==> src/rtl/regfile_wb_arbiter_if.sv <==
// Writeback bus between the two requesters, the arbiter and the
// register-file write port.
//
// Handshake: a requester raises *_valid with *_rd/*_wd and holds all
// three stable until it sees *_ready high. A write is transferred on a
// rising edge where valid && ready. Ready never rises without the
// matching valid, and at most one side is ready in any cycle.
// wr/rd/wd is the registered write port seen by the register file.
interface regfile_wb_arbiter_if #(
  parameter int DATA_WIDTH = 32
);
  logic                  a_valid;
  logic                  a_ready;
  logic [4:0]            a_rd;
  logic [DATA_WIDTH-1:0] a_wd;

  logic                  b_valid;
  logic                  b_ready;
  logic [4:0]            b_rd;
  logic [DATA_WIDTH-1:0] b_wd;

  logic                  wr;
  logic [4:0]            rd;
  logic [DATA_WIDTH-1:0] wd;

  // Requesters and register-file side.
  modport master (
    output a_valid, a_rd, a_wd,
    output b_valid, b_rd, b_wd,
    input  a_ready, b_ready,
    input  wr, rd, wd
  );

  // Arbiter side.
  modport slave (
    input  a_valid, a_rd, a_wd,
    input  b_valid, b_rd, b_wd,
    output a_ready, b_ready,
    output wr, rd, wd
  );
endinterface

==> src/rtl/regfile_wb_arbiter.sv <==
// Register-file writeback arbiter. A (ALU result) has fixed priority over
// B (load data); a starvation counter forces a B grant once B has lost
// STARVE_LIMIT consecutive cycles. The winning write is registered and
// presented to the register file one cycle after the accept edge. A
// read-after-write query lets decode stall on the write still in flight.
module regfile_wb_arbiter #(
  parameter int DATA_WIDTH   = 32,
  parameter int STARVE_LIMIT = 3,
  parameter int CNT_WIDTH    = 16
) (
  input  logic                 clk,
  input  logic                 rst,
  regfile_wb_arbiter_if.slave  bus,
  input  logic [4:0]           q_rs1,
  input  logic [4:0]           q_rs2,
  output logic                 q_stall,
  output logic [CNT_WIDTH-1:0] conflict_cnt
);

  // STARVE_LIMIT is 1..15, so four bits always hold it.
  localparam logic [3:0] STARVE_MAX = 4'(STARVE_LIMIT);
  localparam logic [CNT_WIDTH-1:0] CNT_SAT = {CNT_WIDTH{1'b1}};

  logic [3:0]            starve;
  logic                  starved;
  logic                  grant_a;
  logic                  grant_b;
  logic                  xfer;
  logic [4:0]            sel_rd;
  logic [DATA_WIDTH-1:0] sel_wd;

  logic                  wr_q;
  logic [4:0]            rd_q;
  logic [DATA_WIDTH-1:0] wd_q;

  assign starved = (starve == STARVE_MAX);

  // Grant: starved B first, then A, then B. Nothing is granted in reset.
  always_comb begin
    grant_a = 1'b0;
    grant_b = 1'b0;
    if (!rst) begin
      if (bus.b_valid && starved) begin
        grant_b = 1'b1;
      end else if (bus.a_valid) begin
        grant_a = 1'b1;
      end else if (bus.b_valid) begin
        grant_b = 1'b1;
      end
    end
  end

  // Grants only ever assert with their valid, so a grant is a transfer.
  assign xfer        = grant_a | grant_b;
  assign bus.a_ready = grant_a;
  assign bus.b_ready = grant_b;

  // Steer the winning destination and data toward the output register.
  always_comb begin
    sel_rd = bus.a_rd;
    sel_wd = bus.a_wd;
    if (grant_b) begin
      sel_rd = bus.b_rd;
      sel_wd = bus.b_wd;
    end
  end

  // Output register: one-cycle latency. x0 writes complete the handshake
  // but never raise wr; rd/wd keep their last value when idle.
  always_ff @(posedge clk) begin
    if (rst) begin
      wr_q <= 1'b0;
      rd_q <= 5'd0;
      wd_q <= '0;
    end else begin
      wr_q <= xfer && (sel_rd != 5'd0);
      if (xfer) begin
        rd_q <= sel_rd;
        wd_q <= sel_wd;
      end
    end
  end

  // A write accepted just before reset must not commit while reset is
  // held, so the enable is masked by rst as well as cleared by it.
  assign bus.wr = wr_q & ~rst;
  assign bus.rd = rd_q;
  assign bus.wd = wd_q;

  // Starvation counter: counts consecutive cycles B waits, saturating.
  always_ff @(posedge clk) begin
    if (rst) begin
      starve <= 4'd0;
    end else if (!bus.b_valid || grant_b) begin
      starve <= 4'd0;
    end else if (!starved) begin
      starve <= starve + 4'd1;
    end
  end

  // Conflict statistics: cycles with both requesters valid, saturating.
  always_ff @(posedge clk) begin
    if (rst) begin
      conflict_cnt <= '0;
    end else if (bus.a_valid && bus.b_valid && (conflict_cnt != CNT_SAT)) begin
      conflict_cnt <= conflict_cnt + 1'b1;
    end
  end

  // Hazard query against the write currently on the port; x0 never hits.
  always_comb begin
    q_stall = 1'b0;
    if (bus.wr && (bus.rd != 5'd0) &&
        ((q_rs1 == bus.rd) || (q_rs2 == bus.rd))) begin
      q_stall = 1'b1;
    end
  end

endmodule
==> src/flat_wrapper.sv <==
// flat-port wrapper written by rule: the top's interface ports become plain ports
module regfile_wb_arbiter_flat 
#(
  parameter int DATA_WIDTH   = 32,
  parameter int STARVE_LIMIT = 3,
  parameter int CNT_WIDTH    = 16
)
  (clk, rst, q_rs1, q_rs2, q_stall, conflict_cnt, bus_a_valid, bus_a_rd, bus_a_wd, bus_b_valid, bus_b_rd, bus_b_wd, bus_a_ready, bus_b_ready, bus_wr, bus_rd, bus_wd);
  regfile_wb_arbiter_if #(.DATA_WIDTH(DATA_WIDTH)) bus_i ();
  input  logic clk;
  input  logic rst;
  input  logic [4:0] q_rs1;
  input  logic [4:0] q_rs2;
  output logic q_stall;
  output logic [CNT_WIDTH-1:0] conflict_cnt;
  input wire logic [$bits(bus_i.a_valid)-1:0] bus_a_valid;
  input wire logic [$bits(bus_i.a_rd)-1:0] bus_a_rd;
  input wire logic [$bits(bus_i.a_wd)-1:0] bus_a_wd;
  input wire logic [$bits(bus_i.b_valid)-1:0] bus_b_valid;
  input wire logic [$bits(bus_i.b_rd)-1:0] bus_b_rd;
  input wire logic [$bits(bus_i.b_wd)-1:0] bus_b_wd;
  output wire logic [$bits(bus_i.a_ready)-1:0] bus_a_ready;
  output wire logic [$bits(bus_i.b_ready)-1:0] bus_b_ready;
  output wire logic [$bits(bus_i.wr)-1:0] bus_wr;
  output wire logic [$bits(bus_i.rd)-1:0] bus_rd;
  output wire logic [$bits(bus_i.wd)-1:0] bus_wd;
  assign bus_i.a_valid = bus_a_valid;
  assign bus_i.a_rd = bus_a_rd;
  assign bus_i.a_wd = bus_a_wd;
  assign bus_i.b_valid = bus_b_valid;
  assign bus_i.b_rd = bus_b_rd;
  assign bus_i.b_wd = bus_b_wd;
  assign bus_a_ready = bus_i.a_ready;
  assign bus_b_ready = bus_i.b_ready;
  assign bus_wr = bus_i.wr;
  assign bus_rd = bus_i.rd;
  assign bus_wd = bus_i.wd;
  regfile_wb_arbiter #(.DATA_WIDTH(DATA_WIDTH), .STARVE_LIMIT(STARVE_LIMIT), .CNT_WIDTH(CNT_WIDTH)) u_core (.clk(clk), .rst(rst), .bus(bus_i), .q_rs1(q_rs1), .q_rs2(q_rs2), .q_stall(q_stall), .conflict_cnt(conflict_cnt));
endmodule
==> config.mk <==
export PLATFORM = sky130hd
export DESIGN_NAME = regfile_wb_arbiter_flat
export DESIGN_NICKNAME = d
export VERILOG_FILES = /design/src/rtl/regfile_wb_arbiter_if.sv /design/src/rtl/regfile_wb_arbiter.sv /design/src/flat_wrapper.sv
export SDC_FILE = /design/constraint.sdc
export NUM_CORES = 1
export LEC_CHECK = 0
export BUFFER_PORTS_ARGS = -buffer_cell sky130_fd_sc_hd__buf_2
export CAP_MARGIN = 0
export CORE_AREA = 10 10 90 92
export CTS_CLUSTER_DIAMETER = 80
export DETAILED_ROUTE_END_ITERATION = 10
export DIE_AREA = 0 0 100 102
export PLACE_DENSITY = 0.79
export SETUP_SLACK_MARGIN = 0.02
export SLEW_MARGIN = 20
export SYNTH_ARGS = -nofsm -noshare
export SYNTH_HDL_FRONTEND = slang
export SYNTH_SLANG_ARGS = --single-unit
==> constraint.sdc <==
create_clock -name clk -period 2.3 [get_ports clk]
set_clock_uncertainty 0.1 [all_clocks]
set_input_delay 0.345 -clock clk [delete_from_list [all_inputs] [get_ports clk]]
set_output_delay 0.345 -clock clk [all_outputs]
set_load 0.03 [all_outputs]
# Yosys cells after proc, flatten, opt, wreduce, memory -nomap -nowiden
# Index checks and enable logic that the tools add are counted.
classes:
  magnitude_cmp: 0
  n_addsub: 2
  bitwise_logic: 3
  reduce_logical: 12
  eq_ne: 4
  shifts: 0
  div: 0
  mul: 0
  n_mux: 10
ops:
  columns: ["op", "count"]
  rows:
  - ["32-bit 2-to-1 mux", 1]
  - ["16-bit by 1-bit adder with 16-bit output, second input constant", 1]
  - ["16-bit inequality test, second input constant", 1]
  - ["5-bit == test", 2]
  - ["5-bit nonzero test", 2]
  - ["1-bit 2-to-1 mux", 8]
  - ["1-bit logical AND", 6]
  - ["5-bit 2-to-1 mux", 1]
  - ["4-bit by 1-bit adder with 4-bit output, second input constant", 1]
  - ["4-bit by 2-bit == test with 1-bit output, second input constant", 1]
  - ["1-bit logical OR", 2]
  - ["2-bit OR reduction", 1]
  - ["1-bit bitwise AND", 1]
  - ["1-bit logical NOT", 1]
  - ["1-bit inverter", 1]
  - ["1-bit OR", 1]
totals:
  rom_bits: 0
  latchBits: 0
  mem_bits_rw: 0
  register_bits: 58
  mem_count: 0
  word_cells: 36

# Longest topological paths before layout
# Gate-level depths: netlist of run 1.
logic_depth:
  ltp_word: 7
  depth_mapped: 7
  ltp_nobuf: 6

# Worst setup path before layout of run 1
# No wires, ideal clock.
synth_path:
  path_kind: "input to output"
  startpoint: "input port rst"
  endpoint: "output port q_stall"
  required_time_ns: 1.855
  n_path_buf: 2
  arrival_ns: 1.845
  path_stages: 5
  slack_ns: 0.010
  cell_sequence: "buf_2 clkbuf_1 nor2b_1 o21ai_0 a21oi_1"
synth_between:
  elab_chain_cells: 5
synth_lines:
  columns: ["item", "line", "source"]
  rows:
  - ["from (decl)", "flat_wrapper.sv:11", "input logic rst;"]
  - ["1-bit inverter", "regfile_wb_arbiter.sv:86", "assign bus.wr = wr_q & ~rst;"]
  - ["1-bit bitwise AND", "regfile_wb_arbiter.sv:86", null]
  - ["named net bus_wr", "flat_wrapper.sv:24", "output wire logic [$bits(bus_i.wr)-1:0] bus_wr;"]
  - ["1-bit logical AND (2 in series)", "regfile_wb_arbiter.sv:113", "if (bus.wr && (bus.rd != 5'd0) &&"]
  - ["1-bit 2-to-1 mux", "regfile_wb_arbiter.sv:113", null]
  - ["to (decl)", "flat_wrapper.sv:14", "output logic q_stall;"]
# The timed path passes the listed nets, and every way through them passes these cells.

# Worst setup path after layout of run 1
layout_path:
  startpoint: "register u_core.starve[0]"
  endpoint: "output port bus_b_ready"
layout_between:
  elab_chain_cells: 4
layout_lines:
  columns: ["item", "line", "source"]
  rows:
  - ["from (decl)", "regfile_wb_arbiter.sv:24", "logic [3:0] starve;"]
  - ["from (signal assigned)", "regfile_wb_arbiter.sv:97", "starve <= starve + 4'd1;"]
  - ["4-bit by 2-bit == test with 1-bit output", "regfile_wb_arbiter.sv:36", "assign starved = (starve == STARVE_MAX);"]
  - ["1-bit logical AND", "regfile_wb_arbiter.sv:43", "if (bus.b_valid && starved) begin"]
  - ["1-bit 2-to-1 mux", "regfile_wb_arbiter.sv:43", null]
  - ["1-bit 2-to-1 mux", "regfile_wb_arbiter.sv:42", "if (!rst) begin"]
  - ["to (decl)", "flat_wrapper.sv:23", "output wire logic [$bits(bus_i.b_ready)-1:0] bus_b_ready;"]
# Every way passes these cells.

==> impl_metrics.tcl, run 1 <==
set metrics [dict create \
    ys.flop_type "dfxtp_1" \
    synth_cell_type_count 44 \
    multi_input_area_sq_um 1534 \
    grtUsageMet3_pct 5.735 \
    use_met2_pct 29.17 \
    crit_type "reg2out" \
    drc 0 \
    power.switching_uw 715.5 \
    relSlewSlack_pct 66.96 \
    die_h_um 102 \
    syn_to_final_growth_pct 34.96 \
    clkPwrFrac_pct 34.1 \
    hpwl_mm 7.040 \
    wirelength_mm 9.183 \
    power_density_nw_per_um2 629.8 \
    status "finished, final reports clean" \
    die_area_sq_um 10200 \
    netlist_area_sq_um 2803 \
    crit_required_ps 1860 \
    synthCells 323 \
    seq_area_frac_synth_pct 41.43 \
    tightest_slew_ps 483.1 \
    cts_buffer_depth 2 \
    maxCapViolCount 0 \
    drtIter0Drc 149 \
    synth-seq-cells 58 \
    hold_violations 0 \
    cts-buffers-inserted 9 \
    synth_edf_count 0 \
    grtUsageMet1_pct 19.98 \
    port_buffers 144 \
    syn-mean-instance-area_sq_um 8.677 \
    finalSetupViolations 0 \
    vias 2946 \
    num-nets-final 555 \
    mostFrequentLayoutCell "buf_2" \
    peakVddDrop_mv 0.4130 \
    grt_pass1_vias 2936 \
    period_needed_ps 2158 \
    gr-max-usage-layer "met2" \
    viasPerCell 5.386 \
    die_w_um 100 \
    nFillCells 564 \
    dp_slack_ps 261.4 \
    wl_per_cell_um 16.79 \
    ys_warn_count 0 \
    swShare_pct 30.04 \
    root_buffer "clkbuf_8" \
    worstPathMaxFanout 6 \
    start_util_pct 44.65 \
    p_int_uw 1667 \
    pin_count 145 \
    combPwrFrac_pct 19.8 \
    maxSlewViolCount 0 \
    final_cell_mix "buf_2 (143), nor2_1 (82), dfxtp_1 (58)" \
    p_leak_uw 0.001751 \
    ant_nets 0 \
    syn-num-nets 413 \
    antenna_found_initial 0 \
    cts_tree "built" \
    grt_pass1_wl_mm 14.60 \
    cp.arrival_ps 1710 \
    cts_num_sinks 58 \
    track_usage_pct 17.39 \
    path_clk_slew_ps 70 \
    fmax_mhz 463.5 \
    startpoint_type "flip-flop" \
    dr.pass1.iters 5 \
    period_share_pct 93.81 \
    seqPwrFrac_pct 46.1 \
    setup_ws_ps 142.5 \
    num_rows 29 \
    core_area_sq_um 6277 \
    grt_overflow 0 \
    hold_class "in2reg" \
    gp_congestion 0.8746 \
    drive_gt1_share_pct 45.74 \
    rsz0062_at_grt "false" \
    h-tree-depth 3 \
    grt_start_max_net_pins 64 \
    clk_latency_ps 320 \
    antennaDiodeCount 0 \
    end_kind "output port" \
    setup-tns-final_ps 0 \
    ys_async_sr_fraction_pct 0 \
    seq_area_sq_um 1161 \
]
-- routing by layer --
layer	wire (um)	vias to the layer above
met5	0	-
met4	128	0
met3	755	10
met2	4485	138
met1	3815	1337
li1	-	1461
-- flip-flops by register name, summed over array words and instances (netlist names) --
signal,count
u_core.wr_q,1
u_core.bus.rd,5
u_core.bus.wd,32
u_core.starve,4
u_core.conflict_cnt,16
-- cells by family (layout without fill, tap and decap cells) --
logic type      after synthesis  after routing  share of synthesized area [%]
xor+xnor                     12             12                          3.750
simple gates                154            154                          25.76
fa+ha+maj                     2              2                         0.8927
flops                        58             58                          41.43
mux                           4              4                          1.607
compound gates               66             66                          22.23
buf+inv                      27            174                          4.330
-- metrics by stage --
stage	hold WS [ps]	power, uW	area (sq um)	cells	util [%]
2_1_floorplan	317.6	1409	2806	323	-
3_3_place_gp	332.6	1580	3591	530	57.21
3_5_place_dp	347.1	1592	3591	530	57.21
4_1_cts	158.1	2411	3766	546	60.00
5_1_grt	161.0	2499	3782	547	60.26
6_report	175.5	2382	3782	547	60.26
-- power groups by stage --
| stage | Combinational [uW] | Clock, uW | Sequential (uW) |
|---|---|---|---|
| after CTS | 475 | 840 | 1100 |
| after global routing | 515 | 881 | 1100 |
| final | 472 | 813 | 1100 |
| after floorplan | 189 | 0 | 1220 |
| after detailed placement | 474 | 0 | 1120 |
| after global placement | 464 | 0 | 1120 |
-- cells in the mapped netlist, types with 2 or more instances --
cell,number,area (sq um)
a211oi_1,4,30.03
a21oi_1,8,40.04
a311oi_2,5,75.07
a31oi_1,2,12.51
and2_1,2,12.51
and3_1,3,18.77
and4_1,2,17.52
buf_1,4,15.01
buf_2,9,45.04
clkbuf_1,7,26.28
dfxtp_1,58,1161
ha_1,2,25.02
inv_1,5,18.77
mux2_2,4,45.04
nand2_1,20,75.07
nand3_1,9,45.04
nand4_1,5,31.28
nor2_1,82,307.8
nor2b_1,5,31.28
nor3_1,6,30.03
nor4_1,3,18.77
o21ai_0,5,25.02
o221a_2,32,360.4
o31ai_1,3,22.52
or3_1,6,37.54
or4_1,4,30.03
xnor2_1,5,43.79
xor2_1,7,61.31
-- path summary, 6_finish.rpt --
path | startpoint | to | slack (ps) | depth (start not counted)
worst min register to register | u_core.starve[0]$_SDFFE_PP0P_ | u_core.starve[0]$_SDFFE_PP0P_ | 360 | 1
worst min-delay path | bus_a_wd[1] | u_core.bus.wd[1]$_SDFFE_PP0P_ | 180 | 2
worst max-delay path | u_core.starve[0]$_SDFFE_PP0P_ | bus_b_ready | 140 | 5
worst max register to register | u_core.starve[0]$_SDFFE_PP0P_ | u_core.bus.wd[16]$_SDFFE_PP0P_ | 230 | 6
-- critical path, stage by stage (launching register included) --
cell      delay [ps]
dfxtp_1          360
ha_2             200
or3b_1           360
a21o_4           230
clkinv_2          80
buf_4            160
-- timing repair --
item                       4_1_cts  5_1_grt
buffers inserted                 0        1
resized for setup                2        2
pin swaps                        0        1
setup endpoints to repair        1        1
hold buffers                     0        0
gates cloned                     0        0
-- layout make-up --
cell class	count	area share, %
inverters	6	0.6285
well taps	77	2.547
repair buffers	152	21.04
flip-flops and latches	58	30.70
clock buffers	11	3.738
clock inverters	5	0.7939
multi-input cells	238	40.56
No activity file was read; power rests on OpenSTA's default activity.
==> inputs of run 2 (changes only) <==
- CORE_AREA: 10 10 90 92 -> 10 10 67 125
- DIE_AREA: 0 0 100 102 -> 0 0 77 135
- PLACE_DENSITY: 0.79 -> 0.78
==> run 2 against run 1 <==
Non-clock buffer count increased by 2. Flip-flop and latch count unchanged. Critical path type unchanged. Global-route usage grew 0.42 points. Clock power is 70% higher. Cell area increased by 4.6%. Sequential share of layout area shrank 1.3 points.
==> impl_metrics.tcl, run 2 (synthesized netlist as in run 1, its figures left out) <==
set metrics [dict create \
    antennaDiodeCount 0 \
    cts_buffer_depth 2 \
    p_int_uw 2213 \
    power.switching_uw 747.3 \
    die_area_sq_um 10400 \
    grt_pass1_vias 3213 \
    grt_overflow 0 \
    startpoint_type "flip-flop" \
    ant_nets 0 \
    crit_type "reg2out" \
    period_share_pct 96.10 \
    worstPathMaxFanout 6 \
    fmax_mhz 452.4 \
    worst-path-buf-inv 2 \
    pin_count 145 \
    path_cells "ha_2 -> or3b_1 -> a21o_4 -> clkinv_2 -> clkbuf_4" \
    largest_register_ffs 32 \
    syn_to_final_growth_pct 41.12 \
    hold_class "in2reg" \
    peakVddDrop_mv 0.4988 \
    power_density_nw_per_um2 748.5 \
    grt_start_max_net_pins 44 \
    finalSetupViolations 0 \
    track_usage_pct 17.81 \
    p_leak_uw 0.001830 \
    cts_num_sinks 58 \
    swShare_pct 25.24 \
    hold_violations 0 \
    start_util_pct 44.42 \
    tightest_slew_ps 394.5 \
    setup-tns-final_ps 0 \
    seqPwrFrac_pct 37.1 \
    drive_gt1_share_pct 45.76 \
    maxCapViolCount 0 \
    crit_required_ps 1860 \
    cts_tree "built" \
    core_area_sq_um 6310 \
    hpwl_mm 7.497 \
    cpPeakStageDelay_ps 360 \
    status "finished, final reports clean" \
    wirelength_mm 9.630 \
    num_rows 41 \
    maxSlewViolCount 0 \
    stdcell_count 558 \
    relSlewSlack_pct 73.02 \
    path_clk_slew_ps 50 \
    antenna_found_initial 0 \
    clkPwrFrac_pct 46.8 \
    viasPerCell 5.435 \
    dr.pass1.iters 5 \
    crit_family "flip-flops" \
    end_kind "output port" \
    combPwrFrac_pct 16.1 \
    finish.utilization_pct 62.68 \
    nFillCells 591 \
    die_h_um 135 \
    gp_congestion 0.8781 \
    port_buffers 144 \
    drc 0 \
    cts_hold_buf 0 \
    h-tree-depth 3 \
    num-nets-final 557 \
    slowest_stage "dfxtp_1" \
    grt_pass1_wl_mm 15.10 \
    cp.arrival_ps 1770 \
    dpl.cell_count 542 \
    vias 3033 \
    root_buffer "clkbuf_16" \
    mostFrequentLayoutCell "buf_2" \
    wl_per_cell_um 17.26 \
    p_total_uw 2960 \
    final_cell_mix "buf_2 (143), nor2_1 (82), dfxtp_1 (58)" \
    die_w_um 77 \
    period_needed_ps 2210 \
    cts-buffers-inserted 9 \
    post-cts-setup-buffers 0 \
    drtIter0Drc 210 \
    timing.hold.ws_ps 183.1 \
    clk_latency_ps 320 \
]
-- run 2: changes by cell type in the layout (fill, tap and decap cells not counted), sizes merged --
cell      delta
clkbuf       +5
bufinv       +1
buf          +1
clkinvlp     -2
clkinv       -3
-- run 2: worst paths after layout --
check / startpoint / endpoint / slack [ps] / cells past startpoint
setup / recovery: u_core.starve[0]$_SDFFE_PP0P_ / bus_b_ready / 90 / 5
hold / removal: bus_a_wd[9] / u_core.bus.wd[9]$_SDFFE_PP0P_ / 180 / 2
setup reg to reg: u_core.starve[0]$_SDFFE_PP0P_ / u_core.wr_q$_SDFF_PP0_ / 400 / 5
hold reg to reg: u_core.starve[0]$_SDFFE_PP0P_ / u_core.starve[0]$_SDFFE_PP0P_ / 360 / 1
-- run 2: stage by stage --
step           area, sq um  setup WS, ps
2_1_floorplan         2806         147.8
3_3_place_gp          3625         423.1
3_5_place_dp          3625         403.5
4_1_cts               3943         52.83
5_1_grt               3955        -9.062
6_report              3955         89.71
-- run 2: routing by layer --
| layer | track usage [%] | wire [um] |
|---|---|---|
| met5 | 0 | 0 |
| met4 | 10.41 | 299 |
| met3 | 6.383 | 687 |
| met2 | 31.48 | 5055 |
| met1 | 17.36 | 3587 |
-- run 2: timing repair --
| action | CTS | global route |
|---|---|---|
| resized for setup | 0 | 3 |
| endpoints found under the hold margin | 0 | 0 |
| setup endpoints to repair | 0 | 1 |
-- run 2: power groups by stage --
stage	combinational (uW)	sequential, uW	clock (uW)
detailed placement	479	1120	0
CTS	480	1100	1420
finish	477	1100	1380
global route	517	1110	1450
global placement	467	1120	0
floorplan	189	1220	0
-- run 2: worst reg2reg max path, delay by kind of cell (launching register included) --
kind | cells | cell delay, ps
and+or+nand+nor | 1 | 360
DFF | 1 | 360
adders and majority gates | 1 | 210
AOI/OAI and AO/OA | 2 | 570
buffers and inverters | 1 | 190
-- run 2: cell type report --
class	count	area, sq um	area share (%)
multi-input cells	238	1534	38.79
flip-flops and latches	58	1161	29.36
repair buffers	154	810.8	20.50
clock buffers	15	287.8	7.276
well taps	86	107.6	2.721
clock inverters	1	30.03	0.7593
inverters	6	23.77	0.6011
==> inputs of run 3 (changes only) <==
- ABC_AREA: not set -> 1
- CORE_AREA: 10 10 67 125 -> 10 10 69 128
- DIE_AREA: 0 0 77 135 -> 0 0 79 138
- SKIP_CTS_REPAIR_TIMING: not set -> 1
==> run 3 against run 2 <==
Combinational power up 9.2%. Hold slack worse by 4.0 ps. Maximum frequency up 5.8%. Synthesized area up 9.5%. Flip-flop and latch count unchanged. Routed wire length up 10%. Critical path type unchanged. Highest routed layer unchanged.
==> impl_metrics.tcl, run 3 <==
set metrics [dict create \
    status "finished, final reports clean" \
    crit_type "reg2out" \
    viasPerCell 5.151 \
    synth_top_area_share_pct 37.83 \
    hold_class "in2reg" \
    final_cell_mix "buf_2 (144), nand2_1 (71), inv_1 (61)" \
    design_area_sq_um 4150 \
    relSlewSlack_pct 56.76 \
    synth_edf_count 0 \
    netlist_top_cells_area "dfxtp_1 (38%), nand2_1 (8.7%), a21oi_1 (7.8%)" \
    track_usage_pct 19.22 \
    hold_end "u_core.bus.wd[27]$_SDFFE_PP0P_" \
    slowest_stage "dfxtp_1" \
    ys_async_sr_fraction_pct 0 \
    fmax_mhz 478.6 \
    synthTopCellsByCount "nand2_1 (71), inv_1 (61), nor2_1 (59), dfxtp_1 (58), a21oi_1 (48)" \
    worstPathMaxFanout 13 \
    netlist_area_sq_um 3069 \
    port_buffers 144 \
    wirelength_mm 10.59 \
    tightest_slew_ps 647.6 \
    peakVddDrop_mv 0.4557 \
    period_share_pct 90.85 \
    hpwl_mm 8.126 \
    grt_pass1_vias 3824 \
    rrSetupSlack_ps 460 \
    end_kind "output port" \
    cp.arrival_ps 1640 \
    place_area_sq_um 3840 \
    startpoint_type "flip-flop" \
    critPathMostFrequentCell "nand2_1" \
    cts_buffer_depth 2 \
    vias 3554 \
    wl_per_cell_um 15.35 \
    synth-seq-cells 58 \
    cts-buffers-inserted 9 \
    yosysMostFrequentCell "nand2_1" \
    dr.pass1.iters 6 \
    core_area_sq_um 6887 \
    path_clk_slew_ps 50 \
    synth_cell_type_count 27 \
    root_buffer "clkbuf_16" \
    min_from "bus_a_wd[27]" \
    cpPeakStageDelay_ps 350 \
    worst-path-buf-inv 2 \
    ys.flop_type "dfxtp_1" \
    ant_nets 0 \
    worstRegToRegCells 11 \
    grt_pass1_wl_mm 17.26 \
    crit_family "buffers and inverters" \
    h-tree-depth 3 \
    reg2reg_to "u_core.wr_q$_SDFF_PP0_" \
    drtIter0Drc 206 \
    gp_congestion 0.8755 \
    drc 0 \
    cts_num_sinks 58 \
    clk_latency_ps 320 \
    maxSlewViolCount 0 \
    crit_required_ps 1860 \
    seq_area_frac_synth_pct 37.83 \
    num_rows 43 \
    period_needed_ps 2090 \
    power_density_nw_per_um2 715.9 \
    pin_count 145 \
    yosys.area.top_type "dfxtp_1" \
    num-nets-final 684 \
    syn-num-nets 545 \
    ys_warn_count 0 \
    die_h_um 138 \
    mostFrequentLayoutCell "buf_2" \
    antenna_found_initial 1 \
    r2r-start "u_core.starve[0]$_SDFFE_PP0P_" \
    setup-tns-final_ps 0 \
    maxCapViolCount 0 \
    holdPathStages 3 \
    start_util_pct 44.57 \
    grt_overflow 0 \
    grt_start_max_net_pins 38 \
    largest_register_ffs 32 \
    rsz0062_at_grt "false" \
    cts_tree "built" \
    drive_gt1_share_pct 29.88 \
    p_leak_uw 0.002082 \
    synthCells 455 \
    syn-mean-instance-area_sq_um 6.745 \
    die_w_um 79 \
    die_area_sq_um 10900 \
    hold_violations 0 \
    syn_to_final_growth_pct 35.22 \
    path_cells "ha_1 -> nand2_1 -> nand2_1 -> nand2_1 -> inv_4 -> buf_2" \
    finalSetupViolations 0 \
    cp.depth 6 \
]
run 3: cell families (layout without fill, tap and decap cells):
group / after synthesis / count (layout) / share of synthesized area, %
other cells: 0 / 1 / 0
buf+inv: 91 / 235 / 12.31
simple gates: 158 / 158 / 21.28
fa+ha+maj: 2 / 2 / 0.8152
flops: 58 / 58 / 37.83
xor+xnor: 20 / 20 / 5.707
compound gates: 126 / 126 / 22.05
run 3: area by class of cell:
type / count / area (sq um)
Clock inverter: 5 / 52.55
Tap cell: 90 / 112.6
Antenna cell: 1 / 2.502
Timing Repair Buffer: 153 / 788.3
Fill cell: 708 / 2736
Multi-Input combinational cell: 306 / 1530
Inverter: 66 / 250.2
Clock buffer: 11 / 252.7
Sequential cell: 58 / 1161
run 3: worst max-delay path by stage:
stage | startpoint | slack [ps] | end
2_1_floorplan | rst | 30 | q_stall
3_3_place_gp | u_core.starve[0]$_SDFFE_PP0P_ | 540 | bus_b_ready
3_5_place_dp | u_core.starve[1]$_SDFFE_PP0P_ | 520 | bus_b_ready
4_1_cts | u_core.starve[1]$_SDFFE_PP0P_ | 160 | bus_b_ready
5_1_grt | u_core.starve[1]$_SDFFE_PP0P_ | 60 | bus_b_ready
6_report | u_core.starve[0]$_SDFFE_PP0P_ | 210 | bus_b_ready
run 3: worst reg2reg max path, delay by kind of cell, from the launching register on:
kind	cells	cell delay (ps)
and+or+nand+nor	9	800
adders and majority gates	1	220
DFF	1	320
buffers and inverters	1	350
run 3: per-layer routing:
layer  track usage, %  vias up  wire length [um]
met5                0        -                 0
met4            10.26        0               391
met3            7.078       30               893
met2            32.83      149              5447
met1            19.42     1613              3860
li1                 -     1762                 -
run 3: stage by stage:
step | hold slack (ps) | worst slack [ps] | instances | total power (uW) | utilization, %
floorplan | 317.6 | 34.37 | 455 | 1454 | -
global placement | 330.4 | 538.6 | 673 | 1640 | 55.76
detailed placement | 345.1 | 518.2 | 673 | 1648 | 55.76
CTS | 168.6 | 155.1 | 689 | 3001 | 60.19
global route | 191.8 | 63.03 | 690 | 3096 | 60.27
finish | 179.1 | 210.4 | 690 | 2971 | 60.27
run 3: power breakdown:
group	switching [uW]	internal (uW)
sequential	40.7	1070
combinational	338	183
clock	451	890
